$ cat src/rtl/riscv_trap_controller_pkg.sv
// riscv_trap_controller_pkg: shared types, cause codes and context layout for the trap controller.
// Rev 1.0
`default_nettype none

package riscv_trap_controller_pkg;

  typedef enum logic [1:0] {
    IDLE     = 2'd0,
    ENTER    = 2'd1,
    RETURN   = 2'd2,
    REDIRECT = 2'd3
  } trap_state_t;

  // Interrupt cause codes
  localparam logic [4:0] CAUSE_SW_INT    = 5'd3;
  localparam logic [4:0] CAUSE_TIMER_INT = 5'd7;

  // Exception cause codes
  localparam logic [4:0] CAUSE_MISALIGNED_FETCH = 5'd0;
  localparam logic [4:0] CAUSE_FETCH_FAULT      = 5'd1;
  localparam logic [4:0] CAUSE_ILLEGAL_INSN     = 5'd2;
  localparam logic [4:0] CAUSE_BREAKPOINT       = 5'd3;
  localparam logic [4:0] CAUSE_MISALIGNED_LOAD  = 5'd4;
  localparam logic [4:0] CAUSE_LOAD_FAULT       = 5'd5;
  localparam logic [4:0] CAUSE_MISALIGNED_STORE = 5'd6;
  localparam logic [4:0] CAUSE_STORE_FAULT      = 5'd7;
  localparam logic [4:0] CAUSE_ECALL_M          = 5'd11;

  localparam int MIE_MSIE    = 3;
  localparam int MIE_MTIE    = 7;
  localparam int MIE_IRQ_LSB = 16;

  localparam int CTX_IE           = 0;
  localparam int CTX_IE1          = 1;
  localparam int CTX_MCAUSE_LSB   = 2;
  localparam int CTX_MBADADDR_LSB = 8;

  localparam int         MCAUSE_INT_BIT       = 5;
  localparam logic [1:0] MTVEC_MODE_VECTORED  = 2'd1;

  function automatic logic [31:0] trap_vector(input logic [31:0] mtvec,
                                              input logic [5:0]  cause,
                                              input logic [31:0] reset_vector);
    logic [31:0] base;
    base = {mtvec[31:2], 2'b00};
    if (mtvec == 32'd0) return reset_vector;
    if (mtvec[1:0] == MTVEC_MODE_VECTORED && cause[MCAUSE_INT_BIT])
      return base + {25'd0, cause[4:0], 2'b00};
    return base;
  endfunction

endpackage

`default_nettype wire

$ cat src/rtl/riscv_irq_priority_encoder.sv
// riscv_irq_priority_encoder: selects the highest-priority enabled interrupt source.
// Rev 1.0
`default_nettype none

module riscv_irq_priority_encoder
  import riscv_trap_controller_pkg::*;
#(
  parameter int EXT_IRQ_CODE_BASE = 16
) (
  input  logic        sw,
  input  logic        timer,
  input  logic [7:0]  irq,
  input  logic [31:0] mie,
  input  logic        ie,
  output logic        pending,
  output logic [4:0]  code
);

  localparam logic [4:0] IRQ_BASE = 5'(EXT_IRQ_CODE_BASE);

  logic [7:0] irq_en;
  logic       unused_mie;

  assign irq_en     = irq & mie[MIE_IRQ_LSB +: 8];
  assign unused_mie = ^{mie[31:24], mie[15:8], mie[6:4], mie[2:0]};

  // Scan irq from high to low so the lowest index is the one left in code.
  always_comb begin
    pending = 1'b0;
    code    = 5'd0;
    if (ie) begin
      if (sw && mie[MIE_MSIE]) begin
        pending = 1'b1;
        code    = CAUSE_SW_INT;
      end else if (timer && mie[MIE_MTIE]) begin
        pending = 1'b1;
        code    = CAUSE_TIMER_INT;
      end else begin
        for (int n = 7; n >= 0; n--) begin
          if (irq_en[n]) begin
            pending = 1'b1;
            code    = IRQ_BASE + 5'(n);
          end
        end
      end
    end
  end

endmodule

`default_nettype wire

$ cat src/rtl/riscv_trap_controller.sv
// riscv_trap_controller: trap/MRET arbitration, CSR context writes and fetch redirect.
// Rev 1.0
`default_nettype none

module riscv_trap_controller
  import riscv_trap_controller_pkg::*;
#(
  parameter logic [31:0] RESET_VECTOR      = 32'h0000_0000,
  parameter int          EXT_IRQ_CODE_BASE = 16
) (
  input  logic        clk,
  input  logic        reset_n,
  input  logic        exc_valid,
  input  logic [4:0]  exc_code,
  input  logic [31:0] exc_pc,
  input  logic [31:0] exc_badaddr,
  input  logic        commit_valid,
  input  logic [31:0] commit_next_pc,
  input  logic        mret_valid,
  input  logic        software_interrupt_in,
  input  logic        timer_interrupt_in,
  input  logic [7:0]  irq,
  input  logic [31:0] mie_in,
  input  logic [31:0] mtvec_in,
  input  logic [31:0] mepc_in,
  input  logic        ie_in,
  input  logic        ie1_in,
  output logic [39:0] exception_context,
  output logic        exception_context_write,
  output logic [31:0] mepc_out,
  output logic        mepc_write,
  output logic        stall_out,
  output logic        flush_out,
  output logic        redirect_valid,
  output logic [31:0] redirect_pc,
  input  logic        redirect_ready
);

  trap_state_t state, state_next;

  logic        int_pending;
  logic [4:0]  int_code;
  logic        take_int;
  logic [5:0]  cause;
  logic [31:0] badaddr;
  logic [31:0] epc;
  logic        ie_snap;
  logic [31:0] target;
  logic [5:0]  last_cause;
  logic [31:0] last_badaddr;

  riscv_irq_priority_encoder #(
    .EXT_IRQ_CODE_BASE (EXT_IRQ_CODE_BASE)
  ) u_prio (
    .sw      (software_interrupt_in),
    .timer   (timer_interrupt_in),
    .irq     (irq),
    .mie     (mie_in),
    .ie      (ie_in),
    .pending (int_pending),
    .code    (int_code)
  );

  // An MRET outranks interrupts, so it also blocks them at the boundary.
  assign take_int = commit_valid && !exc_valid && !mret_valid && int_pending;

  always_ff @(posedge clk or negedge reset_n) begin
    if (!reset_n) begin
      state        <= IDLE;
      cause        <= '0;
      badaddr      <= '0;
      epc          <= '0;
      ie_snap      <= 1'b0;
      target       <= '0;
      last_cause   <= '0;
      last_badaddr <= '0;
    end else begin
      state <= state_next;
      case (state)
        IDLE: begin
          if (exc_valid) begin
            cause   <= {1'b0, exc_code};
            badaddr <= exc_badaddr;
            epc     <= exc_pc;
            ie_snap <= ie_in;
          end else if (take_int) begin
            cause   <= {1'b1, int_code};
            badaddr <= '0;
            epc     <= commit_next_pc;
            ie_snap <= ie_in;
          end
        end
        ENTER: begin
          last_cause   <= cause;
          last_badaddr <= badaddr;
          target       <= trap_vector(mtvec_in, cause, RESET_VECTOR);
        end
        RETURN:  target <= mepc_in;
        default: ;
      endcase
    end
  end

  always_comb begin
    state_next              = state;
    exception_context       = '0;
    exception_context_write = 1'b0;
    mepc_out                = '0;
    mepc_write              = 1'b0;
    stall_out               = 1'b0;
    flush_out               = 1'b0;
    redirect_valid          = 1'b0;
    redirect_pc             = '0;
    case (state)
      IDLE: begin
        if (exc_valid || take_int) state_next = ENTER;
        else if (mret_valid)       state_next = RETURN;
      end
      ENTER: begin
        exception_context_write                    = 1'b1;
        exception_context[CTX_MBADADDR_LSB +: 32]  = badaddr;
        exception_context[CTX_MCAUSE_LSB +: 6]     = cause;
        exception_context[CTX_IE1]                 = ie_snap;
        exception_context[CTX_IE]                  = 1'b0;
        mepc_write = 1'b1;
        mepc_out   = epc;
        stall_out  = 1'b1;
        flush_out  = 1'b1;
        state_next = REDIRECT;
      end
      RETURN: begin
        exception_context_write                    = 1'b1;
        exception_context[CTX_MBADADDR_LSB +: 32]  = last_badaddr;
        exception_context[CTX_MCAUSE_LSB +: 6]     = last_cause;
        exception_context[CTX_IE1]                 = 1'b1;
        exception_context[CTX_IE]                  = ie1_in;
        stall_out  = 1'b1;
        flush_out  = 1'b1;
        state_next = REDIRECT;
      end
      REDIRECT: begin
        redirect_valid = 1'b1;
        redirect_pc    = target;
        stall_out      = 1'b1;
        if (redirect_ready) state_next = IDLE;
      end
      default: state_next = IDLE;
    endcase
  end

endmodule

`default_nettype wire

$ cat config.mk
export PLATFORM = sky130hd
export DESIGN_NAME = riscv_trap_controller
export DESIGN_NICKNAME = d
export VERILOG_FILES = /design/src/rtl/riscv_trap_controller_pkg.sv /design/src/rtl/riscv_irq_priority_encoder.sv /design/src/rtl/riscv_trap_controller.sv
export SDC_FILE = /design/constraint.sdc
export NUM_CORES = 1
export LEC_CHECK = 0
export ABC_AREA = 1
export ABC_CLOCK_PERIOD_IN_PS = 2200
export CAP_MARGIN = 20
export CORE_ASPECT_RATIO = 0.9
export CORE_MARGIN = 2
export CORE_UTILIZATION = 45
export CTS_CLUSTER_SIZE = 16
export DETAILED_ROUTE_END_ITERATION = 12
export PLACE_DENSITY = 0.82
export SETUP_SLACK_MARGIN = 0.1
export SYNTH_ARGS = -nofsm -noshare
export SYNTH_HDL_FRONTEND = slang
export SYNTH_SLANG_ARGS = --single-unit
$ cat constraint.sdc
create_clock -name clk -period 2.2 [get_ports clk]
set_input_delay 0.55 -clock clk [delete_from_list [all_inputs] [get_ports clk]]
set_output_delay 0.55 -clock clk [all_outputs]
set_load 0.02 [all_outputs]
Yosys cells after proc, flatten, opt, wreduce, memory -nomap -nowiden

Cells that the tools add are included.

Register bits after elaboration: 143
Input bits: 215
Output and inout bits: 109
Logic and storage cells: 84

Add/subtract/negate cells: 1
Equality and inequality tests: 6
Mux-type cells: 51
Bitwise gates (word level): 1
Reduce and logical (&&, ||, !) cells: 17

Operators by type and width:

| operator                                      | count |
|---|---|
| two-way mux 32 bit                            | 10 |
| case mux 40 bit (2 select lines)              | 1 |
| case mux 32 bit (2 select lines)              | 1 |
| two-way mux 5 bit                             | 11 |
| adder 32 x 7 -> 32 bit                        | 1 |
| logical NOT 32 bit                            | 1 |
| two-way mux 1 bit                             | 22 |
| two-way mux 6 bit                             | 2 |
| bitwise AND 8 bit                             | 1 |
| logical AND 1 bit                             | 6 |
| two-way mux 2 bit                             | 3 |
| case mux 2 bit (3 select lines)               | 1 |
| == test 2 x 1 -> 1 bit, second input constant | 2 |
| == test 2 bit, second input constant          | 2 |
| AND reduction 2 bit                           | 2 |
| nonzero test 2 bit                            | 2 |
| inequality test 3 bit, second input constant  | 1 |
| OR reduction 3 bit                            | 1 |
| logical NOT 1 bit                             | 2 |
| logical NOT 2 bit                             | 1 |
| inequality test 2 bit, second input constant  | 1 |
| OR reduction 2 bit                            | 1 |
| logical OR 1 bit                              | 1 |

Longest topological paths before layout

Gate-level depths: netlist of run 1.

Depth after elaboration: 16
Mapped depth: 13
Depth with buffers taken out: 13

Cells and area by module

Synthesis of run 1 repeated with hierarchy kept, for this count alone.

Cells, all modules: 1116
Area total of the unflattened synthesis: 8116.5 µm²

Modules (own cells, without submodules):

| module                     | times used | cells an instance | area each (µm²) | seq. area each (µm²) |
|---|---|---|---|---|
| riscv_trap_controller      | 1          | 1076              | 7932.6          | 3578.4 |
| riscv_irq_priority_encoder | 1          | 40                | 183.9           | 0.0 |

Worst setup path before layout of run 1

Ideal clock, no wire load.

Path kind: register to output
Start: register state[1]
End: output port exception_context[11]
Arrival time: 1.762 ns
Setup slack: -0.112 ns
Cell stages (with the launch flop): 7
Buffers on the path: 2
Path through: dfrtp_1 > inv_1 > ha_1 > clkbuf_1 > clkbuf_1 > nand2_1 > o22ai_1

Word-level cells in the longest chain between the ends: 2
Elaborated cells between the ends (all ways): 3
Classes of those cells: eq/ne: 2; mux: 1

RTL lines:

| item                                                    | line                         | RTL |
|---|---|---|
| start, declared                                         | riscv_trap_controller.sv:39  | `trap_state_t state, state_next;` |
| start signal, assigned                                  | riscv_trap_controller.sv:78  | `state <= state_next;` |
| == test 2 bit or == test 2 x 1 -> 1 bit (tied branches) | riscv_trap_controller.sv:114 | `case (state)` |
| case mux 40 bit (2 select lines) *                      | riscv_trap_controller.sv:114 |  |
| end, declared                                           | riscv_trap_controller.sv:28  | `output logic [39:0] exception_context,` |

Mark *: on every way between the ends. The rest lies on a longest branch, timed or not.

Worst setup path after layout of run 1

Start: register state[0]
End: output port exception_context[38]

Same word-level chain as after synthesis.

==> reports/qor.yml, run 1 <==
nets: 1752
crit_path_start_kind: "flop"
dp_cells: 1715
ant_nets: 0
status: "finished, violations left"
final_common_cell: "nand2_1"
synthFlopType: "dfrtp_1"
p_leak_uw: 0.00735
track_usage_pct: 32.6
final_cell_mix: "nand2_1 (277), clkdlybuf4s50_1 (186), dfrtp_1 (139)"
maxSlewViolCount: 0
cp_slowest_stage_delay_ps: 420
cp-end-kind: "output pin"
clkTransAtPathRegs_ps: 80
multi_input_area_um2: 4810
r2r_slack_ps: 180
synth.distinct_cells: 39
start_util_pct: 45.4
grt_pass1_wl_um: 49800
cts_inserted_buffers: 17
path_delay_family: "buffers and inverters"
synthAdderAreaFrac_pct: 1.60
max_slew_margin_pct: 71.9
core_area_um2: 18200
routed_wl_um: 34200
cts_tree: "yes"
worst_pin_slew_ps: 422
clock_latency_ps: 430
port_buffers: 301
io_pins: 324
timing.final.ws_setup_ps: -260
cp.arrival_ps: 1910
globalRoute.busiestLayer: "met2"
r2r_cells: 8
rsz0062_at_grt: "yes"
fin_cells: 1786
finalHoldViolCount: 0
pre_cts_ws_ps: -567
seq_area_um2: 3580
firstDrtPassIters: 6
cts_sinks: 143
cts_root_buffer: "clkbuf_16"
clock_path_buffers: 2
placementRows: 47
p_per_area_nw_per_um2: 1410
grt_start_max_net_pins: 54
clock_skew_ps: 12.8
critPathCapture: "exception_context[38]"
drv_cap: 0
synth_top_area_share_pct: 43.2
stdcell_area_um2: 14600
synth_area_leaders: "dfrtp_1 (43%), nand2_1 (16%), inv_1 (7.4%)"
failed_checks: "setup timing"
grt_pass1_vias: 9318
async_flop_share_pct: 100
synth-compound-area-share_pct: 14.2
dieArea_um2: 19500
ys_ff_latch: 143
critPathMaxFanout: 6
antenna_found_initial: 1
worst-path-buf-inv: 3
ys_seq_area_share_pct: 43.2
timing.final.crit_share_pct: 112
dr.first_iter.drc_count: 852
wire_per_inst_um: 19.1
synth_mux_area_share_pct: 0
netlist_area_um2: 8280
grt-ovfl-total: 0
critPathLaunch: "state[0]$_DFFE_PN0P_"
crit_chain: "inv_2 -> ha_4 -> nand2_8 -> clkbuf_16 -> o22ai_4 -> buf_6"
min_period_ps: 2460
setup_viol: 95
die_width_um: 147
vias: 9753
worstSetupPathType: "reg -> out"
area_growth_pct: 76.4
place_congestion: 1.03
globalRouteMet3Util_pct: 7.48
fmax_mhz: 406
synth_edf_count: 0
gr-usage-met2_pct: 54.6
drive_above_1_share_pct: 33.6
required_ps: 1650
place_area_um2: 12900
hpwlAfterDp_um: 22500
peakVddDrop_uv: 990
synth_top_cell_by_area: "dfrtp_1"
synth_xor_area_share_pct: 0.317
via_per_inst: 5.46
gr-usage-met1_pct: 42.3
yosys.area_share.simple_pct: 29.4
min_path_type: "reg -> reg"
netlist_instances: 1112
crit_cells: 6
reg2reg_to: "target[5]$_DFFE_PN0P_"
fp.dieH_um: 133
syn-num-nets: 1337
postSynthAreaPerCell_um2: 7.45
timing.rr.start: "state[0]$_DFFE_PN0P_"
crit_path_top_delay_cell: "dfrtp_1"
ys_warn_count: 0
synth_top_family_by_area: "simple AND/OR/NAND/NOR gates"
drc: 0
finalPower_uw: 20700
fillers: 1162
htree_levels: 4
cell usage after synthesis, types with 6 or more instances:
cell        n
nor2_4      6
nor2_1     41
ha_1        9
buf_2       7
nand2_1   344
clkbuf_1   38
nand2_2     7
nand3_1    85
a21oi_1    12
a22o_1     33
o22ai_1    38
o21ai_0    54
buf_6       8
or2_2      34
nand4_1    14
dfrtp_1   143
o211ai_1   34
inv_1     163
kinds of logic (layout without fill, tap and decap cells):
logic type / Yosys count / count (layout)
and+or+nand+nor: 548 / 548
buffers and inverters: 228 / 656
AOI/OAI and AO/OA: 180 / 180
DFF: 143 / 143
adders and majority gates: 10 / 10
xor gates and xnor gates: 3 / 3
other: 0 / 1
worst min-delay path by stage:
stage	startpoint	end	cells past startpoint	slack, ps
CTS	epc[27]$_DFFE_PN0P_	epc[27]$_DFFE_PN0P_	2	480
global route	target[0]$_DFFE_PN0P_	target[0]$_DFFE_PN0P_	2	510
global placement	reset_n	epc[30]$_DFFE_PN0P_	1	440
detailed placement	reset_n	epc[30]$_DFFE_PN0P_	1	430
floorplan	reset_n	badaddr[0]$_DFFE_PN0P_	0	250
finish	target[0]$_DFFE_PN0P_	target[0]$_DFFE_PN0P_	2	490
worst min-delay path: cells and delay by family, from the launching register on:
family,cells,cell delay [ps]
flip-flops,1,350
AND/OR/NAND/NOR,2,100
per-stage QoR:
stage / utilization (%) / TNS (ps) / hold slack [ps]
after floorplan: - / 0 / 254
after global placement: 70.9 / -23240 / 435
after detailed placement: 70.9 / -27960 / 435
after CTS: 75.5 / -12920 / 484
after global routing: 80.2 / -19610 / 513
final: 80.2 / -15680 / 485
layout make-up:
| type | count | share of cell area, % |
|---|---|---|
| Multi-Input combinational cell | 741 | 32.9 |
| Antenna cell | 1 | 0.0171 |
| Timing Repair Buffer | 456 | 31.7 |
| Clock buffer | 17 | 2.91 |
| Sequential cell | 143 | 24.5 |
| Clock inverter | 15 | 1.48 |
| Inverter | 168 | 4.37 |
| Tap cell | 245 | 2.10 |
flip-flops by register name (all words and copies together) (netlist names):
name	cells
last_cause	6
last_badaddr	32
state	2
cause	6
target	32
epc	32
badaddr	32
ie_snap	1
what timing repair did:
action | CTS | global route
pin swaps | 4 | 9
endpoints found under the hold margin | 19 | 0
endpoints found under the setup margin | 135 | 145
setup buffers | 13 | 14
hold buffers | 1 | 0
cloned | 5 | 6
resized for setup | 547 | 248
where the power goes:
| part | internal, uW | switching [uW] | total, uW |
|---|---|---|---|
| sequential | 3880 | 881 | 4760 |
| clock | 1850 | 1340 | 3190 |
| combinational | 5660 | 7070 | 12700 |
| total | 11400 | 9290 | 20700 |
layer usage:
metal	up-vias	share of wire (%)	routed length (um)
met3	98	8.5	2890
met1	4706	39	13200
met4	0	3.5	1200
met5	-	0	0
li1	4428	-	-
met2	521	49	16900
No activity file was read; power rests on OpenSTA's default activity.
==> inputs of run 2 (changes only) <==
Settings changed: HOLD_SLACK_MARGIN from default to 0.12.
==> results of run 2 <==
The final DEF is identical to that of run 1; final timing and power are the same.
